<file path="src/rtl/iic_cfg_arbiter.sv">
`timescale 1ns/1ps
// ---------------------------------------------------------------------------
// iic_cfg_arbiter
//
// Purpose:
//   Shares one IIC byte-write engine between two register-configuration
//   requesters (port 0 = IR sensor sequencer, port 1 = camera sequencer).
//   Grants are round-robin, NACKed writes are retried up to MAX_RETRY extra
//   times, hung transfers are aborted by a watchdog, and each requester gets
//   a one-cycle done or err pulse per accepted write.
//
// Ports:
//   clk, rst_n                  50 MHz config clock, async active-low reset
//   reqN_valid/dev/addr/data    request from port N, held until reqN_ready
//   reqN_ready                  pulse: request accepted (first attempt only)
//   reqN_done / reqN_err        pulse: write ACKed / failed (NACK or timeout)
//   eng_start / eng_abort       pulses to the shared engine
//   eng_dev/eng_addr/eng_data   latched fields of the transfer in flight
//   eng_busy/eng_done/eng_nack  engine status (nack valid only with done)
//   owner                       port currently granted
//   busy                        high whenever the arbiter is not idle
//   err_cnt                     saturating count of all reqN_err pulses
// ---------------------------------------------------------------------------
module iic_cfg_arbiter #(
  parameter int ADDR_W      = 16,
  parameter int MAX_RETRY   = 2,
  parameter int TIMEOUT_CYC = 2000000
) (
  input  logic              clk,
  input  logic              rst_n,
  input  logic              req0_valid,
  input  logic [6:0]        req0_dev,
  input  logic [ADDR_W-1:0] req0_addr,
  input  logic [7:0]        req0_data,
  output logic              req0_ready,
  output logic              req0_done,
  output logic              req0_err,
  input  logic              req1_valid,
  input  logic [6:0]        req1_dev,
  input  logic [ADDR_W-1:0] req1_addr,
  input  logic [7:0]        req1_data,
  output logic              req1_ready,
  output logic              req1_done,
  output logic              req1_err,
  output logic              eng_start,
  output logic              eng_abort,
  output logic [6:0]        eng_dev,
  output logic [ADDR_W-1:0] eng_addr,
  output logic [7:0]        eng_data,
  input  logic              eng_busy,
  input  logic              eng_done,
  input  logic              eng_nack,
  output logic              owner,
  output logic              busy,
  output logic [7:0]        err_cnt
);

  localparam int              TO_W      = (TIMEOUT_CYC > 1) ? $clog2(TIMEOUT_CYC) : 1;
  localparam logic [TO_W-1:0] TO_LAST   = TO_W'(TIMEOUT_CYC - 1);
  localparam logic [2:0]      RETRY_LIM = 3'(MAX_RETRY);

  typedef enum logic [1:0] {
    S_IDLE,
    S_LAUNCH,
    S_WAIT,
    S_RESP
  } state_t;

  state_t            r_state;
  logic              r_last_grant;
  logic              r_owner;
  logic              r_busy;
  logic [2:0]        r_retry;
  logic [TO_W-1:0]   r_to_cnt;
  logic              r_resp_err;
  logic [7:0]        r_err_cnt;
  logic              r_eng_start;
  logic              r_eng_abort;
  logic [6:0]        r_eng_dev;
  logic [ADDR_W-1:0] r_eng_addr;
  logic [7:0]        r_eng_data;
  logic [1:0]        r_req_ready;
  logic [1:0]        r_req_done;
  logic [1:0]        r_req_err;

  logic              w_arb_go;
  logic              w_pick;
  logic [6:0]        w_sel_dev;
  logic [ADDR_W-1:0] w_sel_addr;
  logic [7:0]        w_sel_data;

  function automatic logic [7:0] sat_inc8(input logic [7:0] v);
    return (v == 8'hFF) ? v : v + 8'd1;
  endfunction

  // Only arbitrate while the engine is free; on a tie the port that did not
  // go last wins, otherwise the single valid port wins.
  assign w_arb_go   = !eng_busy && (req0_valid || req1_valid);
  assign w_pick     = (req0_valid && req1_valid) ? ~r_last_grant : req1_valid;
  assign w_sel_dev  = w_pick ? req1_dev  : req0_dev;
  assign w_sel_addr = w_pick ? req1_addr : req0_addr;
  assign w_sel_data = w_pick ? req1_data : req0_data;

  always_ff @(posedge clk or negedge rst_n) begin
    if (!rst_n) begin
      r_state      <= S_IDLE;
      r_last_grant <= 1'b1;
      r_owner      <= 1'b0;
      r_busy       <= 1'b0;
      r_retry      <= 3'd0;
      r_to_cnt     <= '0;
      r_resp_err   <= 1'b0;
      r_err_cnt    <= 8'd0;
      r_eng_start  <= 1'b0;
      r_eng_abort  <= 1'b0;
      r_eng_dev    <= 7'd0;
      r_eng_addr   <= '0;
      r_eng_data   <= 8'd0;
      r_req_ready  <= 2'b00;
      r_req_done   <= 2'b00;
      r_req_err    <= 2'b00;
    end else begin
      // All strobes are single-cycle; they are re-armed only on transitions.
      r_eng_start <= 1'b0;
      r_eng_abort <= 1'b0;
      r_req_ready <= 2'b00;
      r_req_done  <= 2'b00;
      r_req_err   <= 2'b00;

      case (r_state)
        S_IDLE: begin
          if (w_arb_go) begin
            r_eng_dev            <= w_sel_dev;
            r_eng_addr           <= w_sel_addr;
            r_eng_data           <= w_sel_data;
            r_owner              <= w_pick;
            r_retry              <= 3'd0;
            r_eng_start          <= 1'b1;
            r_req_ready[w_pick]  <= 1'b1;
            r_busy               <= 1'b1;
            r_state              <= S_LAUNCH;
          end
        end

        S_LAUNCH: begin
          r_to_cnt <= '0;
          r_state  <= S_WAIT;
        end

        S_WAIT: begin
          // eng_done is checked first so a completion on the last watchdog
          // cycle is reported as a normal completion, not an abort.
          if (eng_done) begin
            if (!eng_nack) begin
              r_req_done[r_owner] <= 1'b1;
              r_resp_err          <= 1'b0;
              r_state             <= S_RESP;
            end else if (r_retry < RETRY_LIM) begin
              // Relaunch with the same latched fields; no new ready pulse.
              r_retry     <= r_retry + 3'd1;
              r_eng_start <= 1'b1;
              r_state     <= S_LAUNCH;
            end else begin
              r_req_err[r_owner] <= 1'b1;
              r_resp_err         <= 1'b1;
              r_state            <= S_RESP;
            end
          end else if (r_to_cnt == TO_LAST) begin
            r_eng_abort        <= 1'b1;
            r_req_err[r_owner] <= 1'b1;
            r_resp_err         <= 1'b1;
            r_state            <= S_RESP;
          end else begin
            r_to_cnt <= r_to_cnt + TO_W'(1);
          end
        end

        S_RESP: begin
          if (r_resp_err) begin
            r_err_cnt <= sat_inc8(r_err_cnt);
          end
          r_last_grant <= r_owner;
          r_busy       <= 1'b0;
          r_state      <= S_IDLE;
        end

        default: begin
          r_busy  <= 1'b0;
          r_state <= S_IDLE;
        end
      endcase
    end
  end

  assign req0_ready = r_req_ready[0];
  assign req1_ready = r_req_ready[1];
  assign req0_done  = r_req_done[0];
  assign req1_done  = r_req_done[1];
  assign req0_err   = r_req_err[0];
  assign req1_err   = r_req_err[1];
  assign eng_start  = r_eng_start;
  assign eng_abort  = r_eng_abort;
  assign eng_dev    = r_eng_dev;
  assign eng_addr   = r_eng_addr;
  assign eng_data   = r_eng_data;
  assign owner      = r_owner;
  assign busy       = r_busy;
  assign err_cnt    = r_err_cnt;

endmodule

</file>
<file path="config.mk">
export PLATFORM = sky130hd
export DESIGN_NAME = iic_cfg_arbiter
export DESIGN_NICKNAME = d
export VERILOG_FILES = /design/src/rtl/iic_cfg_arbiter.sv
export SDC_FILE = /design/constraint.sdc
export NUM_CORES = 1
export LEC_CHECK = 0
export ABC_AREA = 1
export ABC_CLOCK_PERIOD_IN_PS = 1450
export BUFFER_PORTS_ARGS = -buffer_cell sky130_fd_sc_hd__buf_2
export CORE_MARGIN = 3
export CORE_UTILIZATION = 45
export DETAILED_ROUTE_END_ITERATION = 10
export PLACE_DENSITY_LB_ADDON = 0.3
export SYNTH_ARGS = -nofsm -noshare
export SYNTH_HDL_FRONTEND = slang
export SYNTH_SLANG_ARGS = --single-unit
</file>
<file path="constraint.sdc">
create_clock -name clk -period 1.45 [get_ports clk]
set_input_delay 0.2175 -clock clk [delete_from_list [all_inputs] [get_ports clk]]
set_output_delay 0.2175 -clock clk [all_outputs]
set_load 0.03 [all_outputs]
</file>
# Yosys cells after proc, flatten, opt, wreduce, memory -nomap -nowiden
# Index checks and enable logic that the tools add are counted.
# W data, S select, Z words.
# totals
register_bits,77
input_bits,69
output_inout_bits,49
wordCells,103
# classes
add_sub_neg,3
magnitude_cmp,5
n_eq_ne,13
muxes,46
bitwise,2
reduce_logical,18
# op_table
operator,count
$mux W21,2
$pmux W21 S2,1
$mux W2,15
$add A21 B1 Y21 const B,1
$eq A21 B21 Y1 const B,1
$mux W16,1
$mux W1,15
$mux W3,4
$ne A2 B2 Y1 const B,6
$reduce_and A3 Y1,3
$add A8 B1 Y8 const B,1
$eq A8 B8 Y1 const B,1
$mux W8,1
$pmux W2 S4,1
$reduce_bool A2 Y1,4
$mux W7,1
$ne A3 B3 Y1 const B,2
$pmux W3 S2,1
$reduce_and A2 Y1,3
$reduce_and A5 Y1,1
$eq A2 B2 Y1 const B,2
$logic_and A1 B1 Y1,4
$lt A1 B2 Y1 const B,2
$pmux W1 S2,2
other kinds (9),12

# Logic depth before layout (Yosys ltp)
# Gate-level depths: netlist (run 1).
# logic_depth
depth_word,8
depth_mapped,11
mapped_depth_nobuf,11

# Worst setup path before layout (run 1)
# Ideal clock, no wire load.
# synth_timing
kind,reg2reg
startpoint,"reg r_err_cnt[0], in the netlist err_cnt[0]"
endpoint,"reg r_err_cnt[5], in the netlist err_cnt[5]"
setup_time_ps,79
arrival_ps,1482
t_required_ps,1371
setup_slack_ps,-111
stages_incl_launch_ff,9
path_buffers,0
period_less_slack_ps,1561
cell_sequence,dfrtp_1 -> ha_1 -> nand3_1 -> nor2_1 -> nand2_1 -> nand2_1 -> inv_1 -> nand3b_1 -> xor2_1
# synth_via
elab_chain_cells,3
word_cells_on_any_way,4
cone_classes,add/sub: 1; eq/ne: 1; bitwise: 1; reduce/logical: 1
# synth_rtl
item,line_no,text
start: declaration,76,logic [7:0] r_err_cnt;
start signal: assignment,180,r_err_cnt <= sat_inc8(r_err_cnt);
branches (longest 3 deep; another with $add A8 B1 Y8),n/a,
# Several ways; the timed one is not identified.
# A chain may end at the register's enable or synchronous reset.

# Worst setup path in the final report (run 1)
# layout_timing
startpoint,reg r_to_cnt[0]
endpoint,reg r_to_cnt[4]
# layout_via
elab_chain_cells,4
word_cells_on_any_way,7
cone_classes,add/sub: 1; eq/ne: 2; mux: 3; reduce/logical: 1
# layout_rtl
item,line_no,text
start: declaration,74,logic [TO_W-1:0] r_to_cnt;
start signal: assignment,174,r_to_cnt <= r_to_cnt + TO_W'(1);
$add A21 B1 Y21,174,
$mux W21,168,end else if (r_to_cnt == TO_LAST) begin
$mux W21,153,if (eng_done) begin
$pmux W21 S2,130,case (r_state)
# Several ways; a longest one is shown, not always the timed one. The select of a mux whose other input is x is not followed.

==> summary.md, run 1 <==
| Metric | Value |
|---|---|
| Max IR drop VDD | `1.230 mV` |
| Mean Syn Cell Area | `7.654 µm²` |
| Worst Reg2Reg Path Length in Cells | `8` |
| Yosys reg bits | `a little under 80` |
| GRT overflow | `0` |
| Clock root cell | `clkbuf_8` |
| Largest net degree at the start of global routing | `36` |
| Distinct cells, synth | `33` |
| CP Data Required Time | `1.69 ns` |
| Period minus WS final | `1.478 ns` |
| Initial core utilization | `around 47%` |
| DP HPWL | `7985 µm` |
| Syn nets | `about 590` |
| TritonCTS buffer count | `9` |
| Vias in the first global route | `roughly 3,800` |
| Antenna-violating nets left | `0` |
| Synth warn | `0` |
| Drt wl/cell | `~14 µm` |
| Number of max-cap violations | `0` |
| Hold path start | `req1_dev[1]` |
| Drt drc | `0` |
| Slew @ Worst Pin | `0.4139 ns` |
| Hold crit path type | `primary input to flip-flop` |
| Final max-slew violation count | `0` |
| Syn Inst Count | `slightly above 500` |
| Layout Utilization | `about 64%` |
| Top post-synthesis cells by area | `dfrtp_1 (48%), nand2_1 (20%), nand3_1 (8.9%)` |
| Via count | `approximately 4,000` |
| F_max | `~0.68 GHz` |
| Total chip power | `around 8600 µW` |
| Worst Hold Slack | `approximately 0.052 ns` |
| Post-route setup TNS | `-0.1044 ns` |
| Initial antenna violation count | `0` |
| Die H | `approximately 99 µm` |
| Clk Latency, worst-skew pair | `around 0.36 ns` |
| Fillers | `around 730` |
| Ports | `about 120` |
| Number of synthesized flops with an enable pin | `0` |
| Die Width | `a little under 100 µm` |
| Nets@finish | `751` |
| Status | `complete, but fails checks` |
| Reg2reg end | `r_to_cnt[4]$_DFFE_PN0P_` |
| CTS Sinks | `77` |
| Post-synth ARST share | `100.0%` |
| Final count of hold timing violations | `0` |
| Clock transition at path regs | `~0.10 ns` |
| Static Leak | `approximately 0.0029 µW` |
| Number of antenna diodes | `0` |
| Worst flop-to-flop path startpoint | `r_to_cnt[0]$_DFFE_PN0P_` |
| Mapped Area | `around 0.0039 mm²` |
| Setup ws final | `-0.02771 ns` |
| GP Congestion | `around 0.93` |
| Crit Path Max Fanout | `9` |
| Crit path arrival time | `1.72 ns` |
| GRT Overall Usage | `between 20% and 30%` |
| First-pass GRT wire length | `17,770 µm` |
| Relative slew slack | `between 70 and 80%` |
| Yosys top cell area share | `approximately half` |
| Detailed-router iteration count before antenna repair | `5` |
| CTS tree | `yes` |
| Total wire length | `about 11,000 µm` |
| Final setup vio count | `10` |
| Skew final | `between 0.015 and 0.02 ns` |
| RSZ-0062 raised after global routing | `true` |
| Crit. Startpoint | `r_to_cnt[0]$_DFFE_PN0P_` |
| Vias/cell | `around 5` |
| Starting DRT DRC Count | `166` |
| Worst setup SP type | `flip-flop` |
| Pre-CTS setup slack | `-0.09922 ns` |
| Post-synthesis sequential area ratio | `49.11%` |
| Clk buf depth | `2` |
| IO Port Bufs | `about 120` |
| Main flop type after synthesis | `dfrtp_1` |
| PwrDens | `between 1500 and 2000 mW/mm²` |
| Critical Path Sink Type | `flip-flop` |
| H-tree levels | `3` |
| Synth-to-Final Area Change | `36.65%` |
| Most common cell after layout, fill and taps aside | `nand2_1` |
| Critical Path Sink | `r_to_cnt[4]$_DFFE_PN0P_` |
| Fin crit share | `101.9%` |
| Cell Rows | `33` |
| R2r setup slk | `-0.03 ns` |
| Layout cell share with drive strength beyond 1 | `between 30% and 40%` |
| Violated checks | `setup timing` |
| Worst setup path class | `flip-flop to flip-flop` |
| Commonest non-fill, non-tap cells in the layout | `nand2_1 (202), buf_2 (116), dfrtp_1 (69), nand3_1 (68), buf_4 (49)` |
| Post-synth top area cell | `dfrtp_1` |
| Die ar. | `around 0.0099 mm²` |
| Core area | `0.008341 mm²` |
-- cells by family after synthesis --
group,after synthesis,synth area share [%]
AND/OR/NAND/NOR,347,37.64
flip-flops,77,49.11
buffers and inverters,54,6.532
AO/OA/AOI/OAI,17,2.422
adder cells (fa/ha/maj),3,0.9561
XOR/XNOR,15,3.346
-- synthesized netlist by cell type (4+ instances only) --
master / count
inv_1: 31
xnor2_1: 5
dfrtp_1: 76
clkbuf_1: 4
nand3_1: 70
inv_2: 4
xor2_1: 10
nor2_1: 47
nor3_1: 4
nand2_1: 206
o21ai_0: 7
nor2_2: 4
buf_2: 7
-- final cells by class --
cell class | count | area [µm²] | area share (%)
inverters | 36 | 140.1 | 2.612
multi-input cells | 383 | 1879 | 35.03
repair buffers | 172 | 1070 | 19.94
flip-flops and latches | 77 | 1937 | 36.10
clock buffers | 11 | 141.4 | 2.635
well taps | 105 | 131.4 | 2.449
clock inverters | 5 | 66.31 | 1.236
-- worst max-delay path, stage by stage (launching register included) --
cell	delay, ns
dfrtp_1	0.40
ha_4	0.17
nand3_4	0.11
nor2_2	0.13
nand3_2	0.11
nand3_4	0.16
nand2_4	0.12
nand2_1	0.10
nand2_1	0.05
-- registers in the layout (all words and copies together) (netlist names) --
register / count
r_retry: 3
r_to_cnt: 21
r_req_err: 2
eng_abort: 1
r_req_ready: 2
r_req_done: 2
owner: 1
eng_addr: 16
eng_start: 1
eng_data: 8
busy: 1
r_last_grant: 1
eng_dev: 7
err_cnt: 8
r_resp_err: 1
r_state: 2
-- worst min-delay path by stage --
stage / to / slack [ns] / cells after the start
after floorplan: busy$_DFFE_PN0P_ / -0.08 / 0
after detailed placement: r_to_cnt[9]$_DFFE_PN0P_ / 0.16 / 1
final: eng_dev[1]$_DFFE_PN0P_ / 0.05 / 3
after global routing: eng_data[7]$_DFFE_PN0P_ / 0.05 / 3
after CTS: eng_data[7]$_DFFE_PN0P_ / 0.04 / 3
after global placement: r_to_cnt[9]$_DFFE_PN0P_ / 0.16 / 1
-- stage by stage --
stage | instances | instance area (µm²)
6_report | 789 | 5365
5_1_grt | 789 | 5365
4_1_cts | 788 | 5271
3_5_place_dp | 765 | 4952
3_3_place_gp | 765 | 4952
2_1_floorplan | 513 | 3929
-- repair_timing --
action	CTS	global route
hold buffers	1	0
gates resized for setup	13	29
setup endpoints to repair	24	63
cloned	2	0
hold endpoints to repair	25	0
pin swaps	5	8
buffers inserted	4	1
-- layer usage --
layer / vias to the layer above / share of wire [%] / track usage, %
met2: 154 / 47 / 35.43
met3: 16 / 7.2 / 5.680
li1: 1949 / - / -
met5: - / 0 / 0
met1: 1842 / 44 / 30.16
met4: 0 / 1.8 / 7.773
-- power by group --
part           switching [µW]  internal, µW  total [µW]
Sequential                412          2770        3180
Combinational            2430          1240        3670
Clock                     866           868        1730
Total                    3710          4870        8580
No activity file was read; power rests on OpenSTA's default activity.
==> run 2, diff against run 1 <==
--- a/config.mk
+++ b/config.mk
@@ -10,6 +10,7 @@
 export BUFFER_PORTS_ARGS = -buffer_cell sky130_fd_sc_hd__buf_2
 export CORE_MARGIN = 3
 export CORE_UTILIZATION = 45
+export CTS_BUF_LIST = sky130_fd_sc_hd__clkbuf_2
 export DETAILED_ROUTE_END_ITERATION = 10
 export PLACE_DENSITY_LB_ADDON = 0.3
 export SYNTH_ARGS = -nofsm -noshare
==> summary.md, run 2 (same netlist as run 1, synthesis figures left out) <==
| Metric | Value |
|---|---|
| First-pass GRT wire length | `about 23,000 µm` |
| Violated checks | `setup timing` |
| Clock root cell | `clkbuf_2` |
| Die ar. | `0.009881 mm²` |
| Drt wl/cell | `about 19 µm` |
| F_max | `0.6402 GHz` |
| TritonCTS buffer count | `9` |
| GRT overflow | `0` |
| Clock transition at path regs | `around 0.27 ns` |
| GRT Overall Usage | `29.09%` |
| Skew final | `about 0.040 ns` |
| Critical Path Sink Type | `flip-flop` |
| Clk Latency, worst-skew pair | `roughly 0.57 ns` |
| Relative slew slack | `about two thirds` |
| Vias/cell | `between 5 and 6` |
| Cell Rows | `33` |
| Final max-slew violation count | `0` |
| H-tree levels | `3` |
| Max IR drop VDD | `between 1 and 1.5 mV` |
| Commonest non-fill, non-tap cells in the layout | `nand2_1 (199), buf_2 (100), dfrtp_1 (72), buf_4 (71), dlygate4sd3_1 (65)` |
| Core area | `about 0.0083 mm²` |
| Initial core utilization | `a little under half` |
| DP Cell Count | `approximately 770` |
| Max reg flops | `21` |
| Final count of hold timing violations | `0` |
| Number of max-cap violations | `0` |
| Number of antenna diodes | `0` |
| Worst setup path class | `flip-flop to flip-flop` |
| Antenna-violating nets left | `0` |
| Hold crit path type | `primary input to asynchronous set/reset pin` |
| Fin crit share | `107.7%` |
| Setup ws final | `-0.1119 ns` |
| Top reg by flops | `r_to_cnt` |
| PwrDens | `1504 mW/mm²` |
| Synth-to-Final Area Change | `61.54%` |
| Starting DRT DRC Count | `381` |
| Ports | `118` |
| Nets@finish | `841` |
| GP Congestion | `around 0.93` |
| Slew @ Worst Pin | `roughly 0.52 ns` |
| Worst setup SP type | `flip-flop` |
| Initial antenna violation count | `0` |
| IO Port Bufs | `~120` |
| RSZ-0062 raised after global routing | `true` |
| Via count | `4,912` |
| Detailed-router iteration count before antenna repair | `8` |
| Crit. Startpoint | `r_to_cnt[0]$_DFFE_PN0P_` |
| Worst flop-to-flop path startpoint | `r_to_cnt[0]$_DFFE_PN0P_` |
| Static Leak | `between 0.003 and 0.004 µW` |
| Status | `complete, but fails checks` |
| Fillers | `508` |
| Period minus WS final | `1.562 ns` |
| Vias in the first global route | `approximately 4,600` |
| Drt drc | `0` |
| Final setup vio count | `31` |
| Layout Utilization | `76.04%` |
| Most common cell after layout, fill and taps aside | `nand2_1` |
| DP HPWL | `between 7000 and 8000 µm` |
| Final std cells w/o fill | `around 900` |
| Clk buf depth | `2` |
| CTS Sinks | `77` |
| Die Width | `99.41 µm` |
| Die H | `between 90 and 100 µm` |
| CTS tree | `yes` |
| Total wire length | `approximately 17,000 µm` |
| Crit Path Max Fanout | `7` |
| Layout cell share with drive strength beyond 1 | `about a third` |
| Crit path arrival time | `approximately 2.1 ns` |
| CP Data Required Time | `1.95 ns` |
| Largest net degree at the start of global routing | `36` |
[run 2: cell count changes in the layout (fill, tap and decap cells not counted), moves of 6 or more]
cell | previous run | this run
nand3_1 | 68 | 61
clkbuf_2 | 0 | 10
clkbuf_8 | 10 | 0
buf_4 | 49 | 71
dlygate4sd3_1 | 1 | 65
buf_6 | 1 | 18
buf_2 | 116 | 100
nand3_2 | 5 | 11
[run 2: worst max-delay path: stages, from the launching register on]
cell     delay, ns
dfrtp_1       0.47
ha_4          0.18
nand3_4       0.11
nor2_2        0.14
nand3_2       0.11
nand3_4       0.18
buf_6         0.16
nand3_1       0.07
nand2_1       0.09
[run 2: worst paths after layout]
path	endpoint	slack (ns)	cells after the start
max reg2reg	r_to_cnt[17]$_DFFE_PN0P_	-0.11	8
min reg2reg	r_last_grant$_DFFE_PN1P_	0.54	2
min in group clk	r_state[0]$_DFFE_PN0P_	0.12	5
max	r_to_cnt[17]$_DFFE_PN0P_	-0.11	8
min	r_retry[0]$_DFFE_PN0P_	0.07	2
max in group asynchronous	eng_addr[15]$_DFFE_PN0P_	0.83	3
[run 2: what timing repair did]
item / CTS / global route
hold buffers: 65 / 0
endpoints found under the hold margin: 111 / 0
endpoints found under the setup margin: 29 / 86
setup buffers: 7 / 20
gates resized for setup: 25 / 78
cloned: 2 / 4
pin swaps: 7 / 15
[run 2: area by class of cell]
| type | instances | area (µm²) | area share [%] |
|---|---|---|---|
| sequential | 77 | 1933 | 30.48 |
| clock inverter | 6 | 70.07 | 1.105 |
| clock buffer | 10 | 50.05 | 0.7891 |
| timing repair buffer | 262 | 2062 | 32.51 |
| inverter | 36 | 142.6 | 2.249 |
| tap | 105 | 131.4 | 2.071 |
| multi-input combinational | 383 | 1953 | 30.79 |
[run 2: power breakdown]
part	leakage [µW]	total [µW]	internal [µW]	switching, µW
logic	0.00222	4910	1910	3000
registers	0.00100	3320	2760	556
clock network	0.0000725	1320	425	891
[run 2: per-stage QoR]
step / TNS, ns / total power, µW / worst slack [ns] / cell area, µm² / hold slack [ns]
CTS: -0.05269 / 8307 / -0.04182 / 5886 / 0.05967
global route: -4.013 / 9867 / -0.1809 / 6342 / 0.06992
floorplan: 0 / 5453 / 0.004355 / 3929 / -0.07809
finish: -1.994 / 9540 / -0.1119 / 6342 / 0.06538
detailed placement: -1.273 / 6738 / -0.09922 / 4952 / 0.1637
global placement: -0.3340 / 6654 / -0.09278 / 4952 / 0.1650
[run 2: layer usage]
layer / routed length (µm) / vias to the layer above / global-route usage (%)
met5: 0 / - / 0
met4: 1057 / 0 / 11.87
met3: 1761 / 115 / 7.854
met2: 7726 / 397 / 48.81
met1: 6009 / 2276 / 35.53
li1: - / 2124 / -
